**config.mk**
```make
export PLATFORM = sky130hd
export DESIGN_NAME = rtc_bus_arbiter
export DESIGN_NICKNAME = d
export VERILOG_FILES = /design/src/rtl/rtc_bus_arbiter.sv
export SDC_FILE = /design/constraint.sdc
export NUM_CORES = 1
export LEC_CHECK = 0
export ABC_AREA = 1
export CAP_MARGIN = 0
export CORE_ASPECT_RATIO = 0.6
export CORE_MARGIN = 2
export CORE_UTILIZATION = 47
export DETAILED_ROUTE_END_ITERATION = 10
export PLACE_DENSITY = 0.86
export SYNTH_ARGS = -nofsm -noshare
export SYNTH_HDL_FRONTEND = slang
export SYNTH_SLANG_ARGS = --single-unit
```
**constraint.sdc**
```tcl
create_clock -name clk -period 3.8 [get_ports clk]
set_input_delay 1.14 -clock clk [delete_from_list [all_inputs] [get_ports clk]]
set_output_delay 1.14 -clock clk [all_outputs]
set_load 0.02 [all_outputs]
```
**src/rtl/rtc_bus_arbiter.sv**
```systemverilog
// RTC bus arbiter: fixed-priority write requesters plus a permanent reader,
// with read fairness and a protocol-engine watchdog.
module rtc_bus_arbiter #(
  parameter int unsigned TIMEOUT_CYC = 1023,
  parameter int unsigned RD_FAIR     = 8
) (
  input  logic        clk,
  input  logic        Reset,
  input  logic [3:0]  req,
  input  logic [31:0] req_addr,
  input  logic [31:0] req_data,
  input  logic        rd_en,
  input  logic [7:0]  rd_addr,
  output logic [3:0]  ack,
  output logic        rd_valid,
  output logic [7:0]  rd_data,
  output logic [7:0]  rd_addr_o,
  output logic        proto_start,
  output logic        proto_write,
  output logic [7:0]  proto_addr,
  output logic [7:0]  proto_data,
  input  logic        proto_done,
  input  logic [7:0]  proto_rdata,
  output logic        busy,
  output logic        timeout_err
);

  localparam logic [1:0] S_IDLE  = 2'd0;
  localparam logic [1:0] S_ISSUE = 2'd1;
  localparam logic [1:0] S_WAIT  = 2'd2;

  logic [1:0] state_q, state_d;
  logic [1:0] src_q, src_d;
  logic       rd_q, rd_d;
  logic       start_q, start_d;
  logic       write_q, write_d;
  logic [7:0] addr_q, addr_d;
  logic [7:0] data_q, data_d;
  logic [3:0] ack_q, ack_d;
  logic       rdv_q, rdv_d;
  logic [7:0] rdata_q, rdata_d;
  logic [7:0] rdaddr_q, rdaddr_d;
  logic       busy_q, busy_d;
  logic       tmo_q, tmo_d;
  logic [3:0] fair_q, fair_d;
  logic [9:0] wcnt_q, wcnt_d;

  logic       force_rd;
  logic [1:0] wr_idx;

  assign force_rd = rd_en && (fair_q == 4'(RD_FAIR));

  always_comb begin
    wr_idx = 2'd3;
    if (req[0])      wr_idx = 2'd0;
    else if (req[1]) wr_idx = 2'd1;
    else if (req[2]) wr_idx = 2'd2;
  end

  always_comb begin
    state_d  = state_q;
    src_d    = src_q;
    rd_d     = rd_q;
    start_d  = 1'b0;
    write_d  = write_q;
    addr_d   = addr_q;
    data_d   = data_q;
    ack_d    = 4'b0000;
    rdv_d    = 1'b0;
    rdata_d  = rdata_q;
    rdaddr_d = rdaddr_q;
    tmo_d    = tmo_q;
    wcnt_d   = wcnt_q;
    case (state_q)
      S_IDLE: begin
        if ((|req) || rd_en) begin
          state_d = S_ISSUE;
          start_d = 1'b1;
          if (force_rd || (req == 4'b0000)) begin
            rd_d    = 1'b1;
            write_d = 1'b0;
            addr_d  = rd_addr;
            data_d  = 8'h00;
          end else begin
            rd_d    = 1'b0;
            src_d   = wr_idx;
            write_d = 1'b1;
            addr_d  = req_addr[{wr_idx, 3'b000} +: 8];
            data_d  = req_data[{wr_idx, 3'b000} +: 8];
          end
        end
      end
      S_ISSUE: begin
        wcnt_d  = 10'd0;
        state_d = S_WAIT;
      end
      S_WAIT: begin
        // A completion in the timeout cycle still wins over the abort.
        if (proto_done) begin
          state_d = S_IDLE;
          if (rd_q) begin
            rdv_d    = 1'b1;
            rdata_d  = proto_rdata;
            rdaddr_d = addr_q;
          end else begin
            ack_d[src_q] = 1'b1;
          end
        end else if (wcnt_q == 10'(TIMEOUT_CYC)) begin
          tmo_d   = 1'b1;
          state_d = S_IDLE;
        end else begin
          wcnt_d = wcnt_q + 10'd1;
        end
      end
      default: state_d = S_IDLE;
    endcase
  end

  always_comb begin
    fair_d = fair_q;
    if (!rd_en) begin
      fair_d = 4'd0;
    end else if ((state_q == S_WAIT) && proto_done) begin
      if (rd_q)                 fair_d = 4'd0;
      else if (fair_q != 4'hF)  fair_d = fair_q + 4'd1;
    end
  end

  assign busy_d = (state_d != S_IDLE);

  always_ff @(posedge clk) begin
    if (Reset) begin
      state_q  <= S_IDLE;
      src_q    <= 2'd0;
      rd_q     <= 1'b0;
      start_q  <= 1'b0;
      write_q  <= 1'b0;
      addr_q   <= 8'h00;
      data_q   <= 8'h00;
      ack_q    <= 4'b0000;
      rdv_q    <= 1'b0;
      rdata_q  <= 8'h00;
      rdaddr_q <= 8'h00;
      busy_q   <= 1'b0;
      tmo_q    <= 1'b0;
      fair_q   <= 4'd0;
      wcnt_q   <= 10'd0;
    end else begin
      state_q  <= state_d;
      src_q    <= src_d;
      rd_q     <= rd_d;
      start_q  <= start_d;
      write_q  <= write_d;
      addr_q   <= addr_d;
      data_q   <= data_d;
      ack_q    <= ack_d;
      rdv_q    <= rdv_d;
      rdata_q  <= rdata_d;
      rdaddr_q <= rdaddr_d;
      busy_q   <= busy_d;
      tmo_q    <= tmo_d;
      fair_q   <= fair_d;
      wcnt_q   <= wcnt_d;
    end
  end

  assign ack         = ack_q;
  assign rd_valid    = rdv_q;
  assign rd_data     = rdata_q;
  assign rd_addr_o   = rdaddr_q;
  assign proto_start = start_q;
  assign proto_write = write_q;
  assign proto_addr  = addr_q;
  assign proto_data  = data_q;
  assign busy        = busy_q;
  assign timeout_err = tmo_q;

endmodule

```
Word-level counts from Yosys, hierarchy flattened
Index checks and enable logic that the tools add are counted.

storage, ports and cells
  logic and storage cells = 74
  input port bits = 88
  output and inout port bits = 41
  register bits after elaboration = 60

operators by class
  bitwise gates (word level) = 5
  multiplexer cells = 20
  shifts and indexed selects = 2
  magnitude comparators = 2
  eq/ne operators = 7
  reduce and logical (&&, ||, !) cells = 21
  $add $sub $neg = 2

operator list
  operator                                                               count
  32-bit by 6-bit indexed part select with 8-bit output                  2
  10-bit 2-to-1 mux                                                      2
  10-bit one-hot mux with 2 select lines                                 1
  8-bit 2-to-1 mux                                                       2
  3-bit AND reduction                                                    4
  10-bit by 1-bit adder with 10-bit output (second input constant)       1
  10-bit == test (second input constant)                                 1
  2-bit 2-to-1 mux                                                       5
  4-bit 2-to-1 mux                                                       2
  4-bit OR reduction                                                     2
  1-bit 2-to-1 mux                                                       6
  2-bit one-hot mux with 3 select lines                                  1
  2-bit nonzero test                                                     3
  1-bit inverter                                                         5
  4-bit by 1-bit adder with 4-bit output (second input constant)         1
  4-bit == test (second input constant)                                  1
  4-bit zero test                                                        1
  2-bit inequality test (second input constant)                          2
  4-bit inequality test (second input constant)                          1
  2-bit AND reduction                                                    2
  2-bit OR reduction                                                     2
  1-bit logical AND                                                      3
  2-bit by 3-bit < comparator with 1-bit output (second input constant)  1
  3-bit OR reduction                                                     1
  6 further kinds                                                        7

Logic depth before layout (Yosys ltp)
  word-level depth = 5
  depth in mapped cells = 11
  mapped depth without buffers = 11

Worst setup path after synthesis
Ideal clock, no wire load.

  path kind = input port to flip-flop
  from = input port req[2]
  to = register addr_q[5] (netlist: proto_addr[5])
  data arrival time = 1.945 ns
  data required time = 3.672 ns
  cell stages on the path = 8
  library setup time = 0.128 ns
  path buffers = 0
  path slack = 1.728 ns
  cells stage by stage = nor2_1 > nand3_1 > nand2_2 > inv_1 > nand3_1 > nand2_1 > nor2_1 > nor2_1

between the ends
  longest elaborated chain between the ends = 5
  elaborated cells on any way between the ends = 10
  classes of those cells = shift (1); mux (4); reduce/logical (5)

RTL lines
  what                                                   RTL line  source
  start, declared                                        9         input logic [3:0] req,
  1-bit 2-to-1 mux                                       57        else if (req[2]) wr_idx = 2'd2;
  2-bit 2-to-1 mux                                       56        else if (req[1]) wr_idx = 2'd1;
  2-bit 2-to-1 mux                                       55        if (req[0]) wr_idx = 2'd0;
  32-bit by 6-bit indexed part select with 8-bit output  88        addr_d = req_addr[{wr_idx, 3'b000} +: 8];
  8-bit 2-to-1 mux                                       79        if (force_rd || (req == 4'b0000)) begin
  end signal, assigned                                   154       addr_q <= addr_d;
  end, declared                                          37        logic [7:0] addr_q, addr_d;

Parallel ways exist; a longest one is shown, timed or not.
A chain may end at the register's enable or synchronous reset.

Worst setup path after layout
  from = input port req[0]
  to = register data_q[4] (netlist: proto_data[4])

between the ends
  longest elaborated chain between the ends = 3
  elaborated cells on any way between the ends = 8
  classes of those cells = shift (1); mux (2); reduce/logical (5)

RTL lines
  what                                                                                 RTL line  source
  2-bit 2-to-1 mux, or another cell as far along                                       55
  32-bit by 6-bit indexed part select with 8-bit output, or another cell as far along  89        data_d = req_data[{wr_idx, 3'b000} +: 8];
  8-bit 2-to-1 mux / 2-bit AND reduction (equally long branches)                       n/a
  end signal, assigned                                                                 155       data_q <= data_d;
  end, declared                                                                        38        logic [7:0] data_q, data_d;

Parallel ways exist; a longest one is shown, timed or not.

==> metrics <==
initial core utilization 48.4%; Power Density 385 nW/um^2; Logic pwr share 20.0%; Die Wd 111 microns; largest net degree at the start of global routing 32; n_diodes 0; TritonCTS buffer count 9; post-synth top area cell dfxtp_1; # DRC 0; top post-synthesis cells by area dfxtp_1, nand2_1, inv_1; Mean Syn Cell Area 6.27 sq um; io pins 129; initial antenna violation count 0; Clock H-tree levels 3; register-to-register setup slack 2.00 ns; Worst-Margin Slew 0.819 ns; Startpoint Class input port; Synth warnings 0; Root Buffer clkbuf_16; switching power 488 uW; reg2reg path depth 11; total leakage power 0.00216 uW; Pins Over Slew Limit 0; IO Port Bufs 128; Tmin final 2.82 ns; CP endpoint proto_data[4]; critical path capture point type flop; post-synthesis instance total 513; vias in the first global route 3413; worst skew pair latency 0.32 ns; Final nets 730; Routed Antenna Nets 0; cts repair resizes 0; crit path max fanout 16; Fin Hold WS 0.442 ns; Post-CTS Setup Bufs 0; Die ar. 7540 sq um; GP Congestion 0.863; CTS tree yes; critical path required time 4.04 ns; via count 3716; arrival time at the worst endpoint 3.06 ns; Flop pwr share 36.8%; Area growth syn-to-layout 51.0%; Slew Limit Headroom 45.4%; share of layout cells above drive strength 1 5.28%; final setup vio count 0; Clock power frac 43.2%; hold crit path type reg2reg; CP startpoint req[0]; RSZ-0062 raised after global routing no; deepest clock path buffer count 2; die span in y 68.1 microns; Yosys reg bits 60; core area 6650 sq um; Reg-to-Reg End proto_addr[5]; Post-Syn Area 3210 sq um; DR pass1 iterations 6; worst r2r src fair_q[0]; fin crit share 74.2%; synth unique cells 30; post-layout util 73.0%; Post-CTS Hold Buffers 0; sequential share of the synthesized area 37.4%; top cell type's share of synthesized area 37.4%; gr usage total 26.9%; Fmax 0.354 GHz; Layout Skew 0.00739 ns; internal power 1380 uW; final setup TNS 0 ns; final hold violation count 0; routed length per instance 13.4 microns; Final HPWL DP 7530 microns; Row Count 23; Post-Syn Nets 604; total gr overflow 0; Crit Path Category in2reg; initial DRC count 313; Via density 5.08; Max rail drop VDD 313 uV; WL final 9820 microns; Worst-path clk slew 0.05 ns; CTS sink cnt 60; status complete, no violations; Sw Ratio 26.1%; first-pass GRT wire length 16000 microns; maxcap violations 0
==> flip-flops by register name, indices dropped and copies added (netlist names) <==
name         flops
wcnt_q          10
proto_addr       8
proto_data       8
rd_addr_o        8
rd_data          8
ack              4
fair_q           4
src_q            2
state_q          2
busy             1
proto_start      1
proto_write      1
rd_q             1
rd_valid         1
timeout_err      1
==> cells in the mapped netlist <==
cell      number
nor3_1         7
nor2_1        77
nand2_2        4
nand4_1        4
inv_1         82
o21bai_1      10
dfxtp_1       60
nand2_4        1
nand2_1      135
nand3_1       40
o21a_1         1
inv_2          3
a21oi_2        1
nor3b_1        1
buf_4          3
nand3b_1       4
ha_1           3
buf_1          2
nor2_2         4
xor2_1         2
nand3_2        1
xnor2_1        1
o21ai_0       13
a211oi_1       3
or2_2          1
o21ai_1       10
a21oi_1       28
buf_2          6
clkbuf_1       5
nor2_4         1
==> power by group through the flow <==
stage | Sequential, uW | Combinational (uW) | Clock [uW]
after floorplan | 722 | 159 | 0
after global routing | 688 | 410 | 844
final | 687 | 374 | 807
after CTS | 685 | 372 | 817
after global placement | 696 | 360 | 0
after detailed placement | 698 | 369 | 0
==> metrics by stage <==
| stage | cell area (sq um) | std cells | power (uW) | setup slack (ns) |
|---|---|---|---|---|
| floorplan | 3210 | 513 | 881 | 1.73 |
| global placement | 4550 | 715 | 1060 | 0.794 |
| detailed placement | 4550 | 715 | 1070 | 0.679 |
| CTS | 4850 | 731 | 1880 | 0.966 |
| global route | 4850 | 731 | 1940 | 0.788 |
| finish | 4850 | 731 | 1870 | 0.979 |
==> cell usage in the layout, fill, tap and decap left out, drive strengths merged, types with 4 or more instances in the layout <==
cell	netlist	final
inv	85	85
nand4	4	4
o21bai	10	10
clkbuf	5	12
o21ai	23	23
dfxtp	60	60
nor3	7	7
nand2	140	140
nand3	41	41
a21oi	29	29
nor2	82	82
nand3b	4	4
clkdlybuf4s50	0	128
==> cells by family after synthesis <==
family	count (synthesis)	share of synthesized area [%]
AND/OR/NAND/NOR	280	36.8
buffers and inverters	101	12.4
flip-flops	60	37.4
AO/OA/AOI/OAI	66	11.5
adder cells (fa/ha/maj)	3	1.17
XOR/XNOR	3	0.818
==> cell type report <==
class | instances | area, sq um
well taps | 87 | 109
repair buffers | 131 | 1300
clock buffers | 12 | 256
inverters | 85 | 319
flip-flops and latches | 60 | 1200
multi-input cells | 352 | 1620
clock inverters | 4 | 47.5
fillers | 514 | 1800
==> worst min-delay path by stage <==
stage          startpoint  endpoint  cells after the start  slack [ns]
2_1_floorplan    src_q[1]    ack[0]                      1        0.42
3_3_place_gp     src_q[0]    ack[2]                      1        0.43
3_5_place_dp     src_q[1]    ack[0]                      1        0.43
4_1_cts          src_q[1]    ack[0]                      1        0.44
5_1_grt          src_q[1]    ack[0]                      1        0.47
6_report         src_q[1]    ack[0]                      1        0.44
==> per-layer routing <==
layer  track usage (%)  vias to the layer above  wire length [microns]
met2              46.9                      176                   4460
met3              7.97                       12                    761
met5                 0                        -                      0
met1              33.5                     1685                   4460
li1                  -                     1843                      -
met4              6.56                        0                    136
==> worst max-delay path, cell delays in order <==
cell and delay, ns:
clkdlybuf4s50_1 0.48, inv_1 0.29, nand2_1 0.36, buf_4 0.32
nand2_1 0.08, nand3_1 0.09, nand2_1 0.07, nand2_1 0.04
a21oi_1 0.17
No activity file was read; power rests on OpenSTA's default activity.
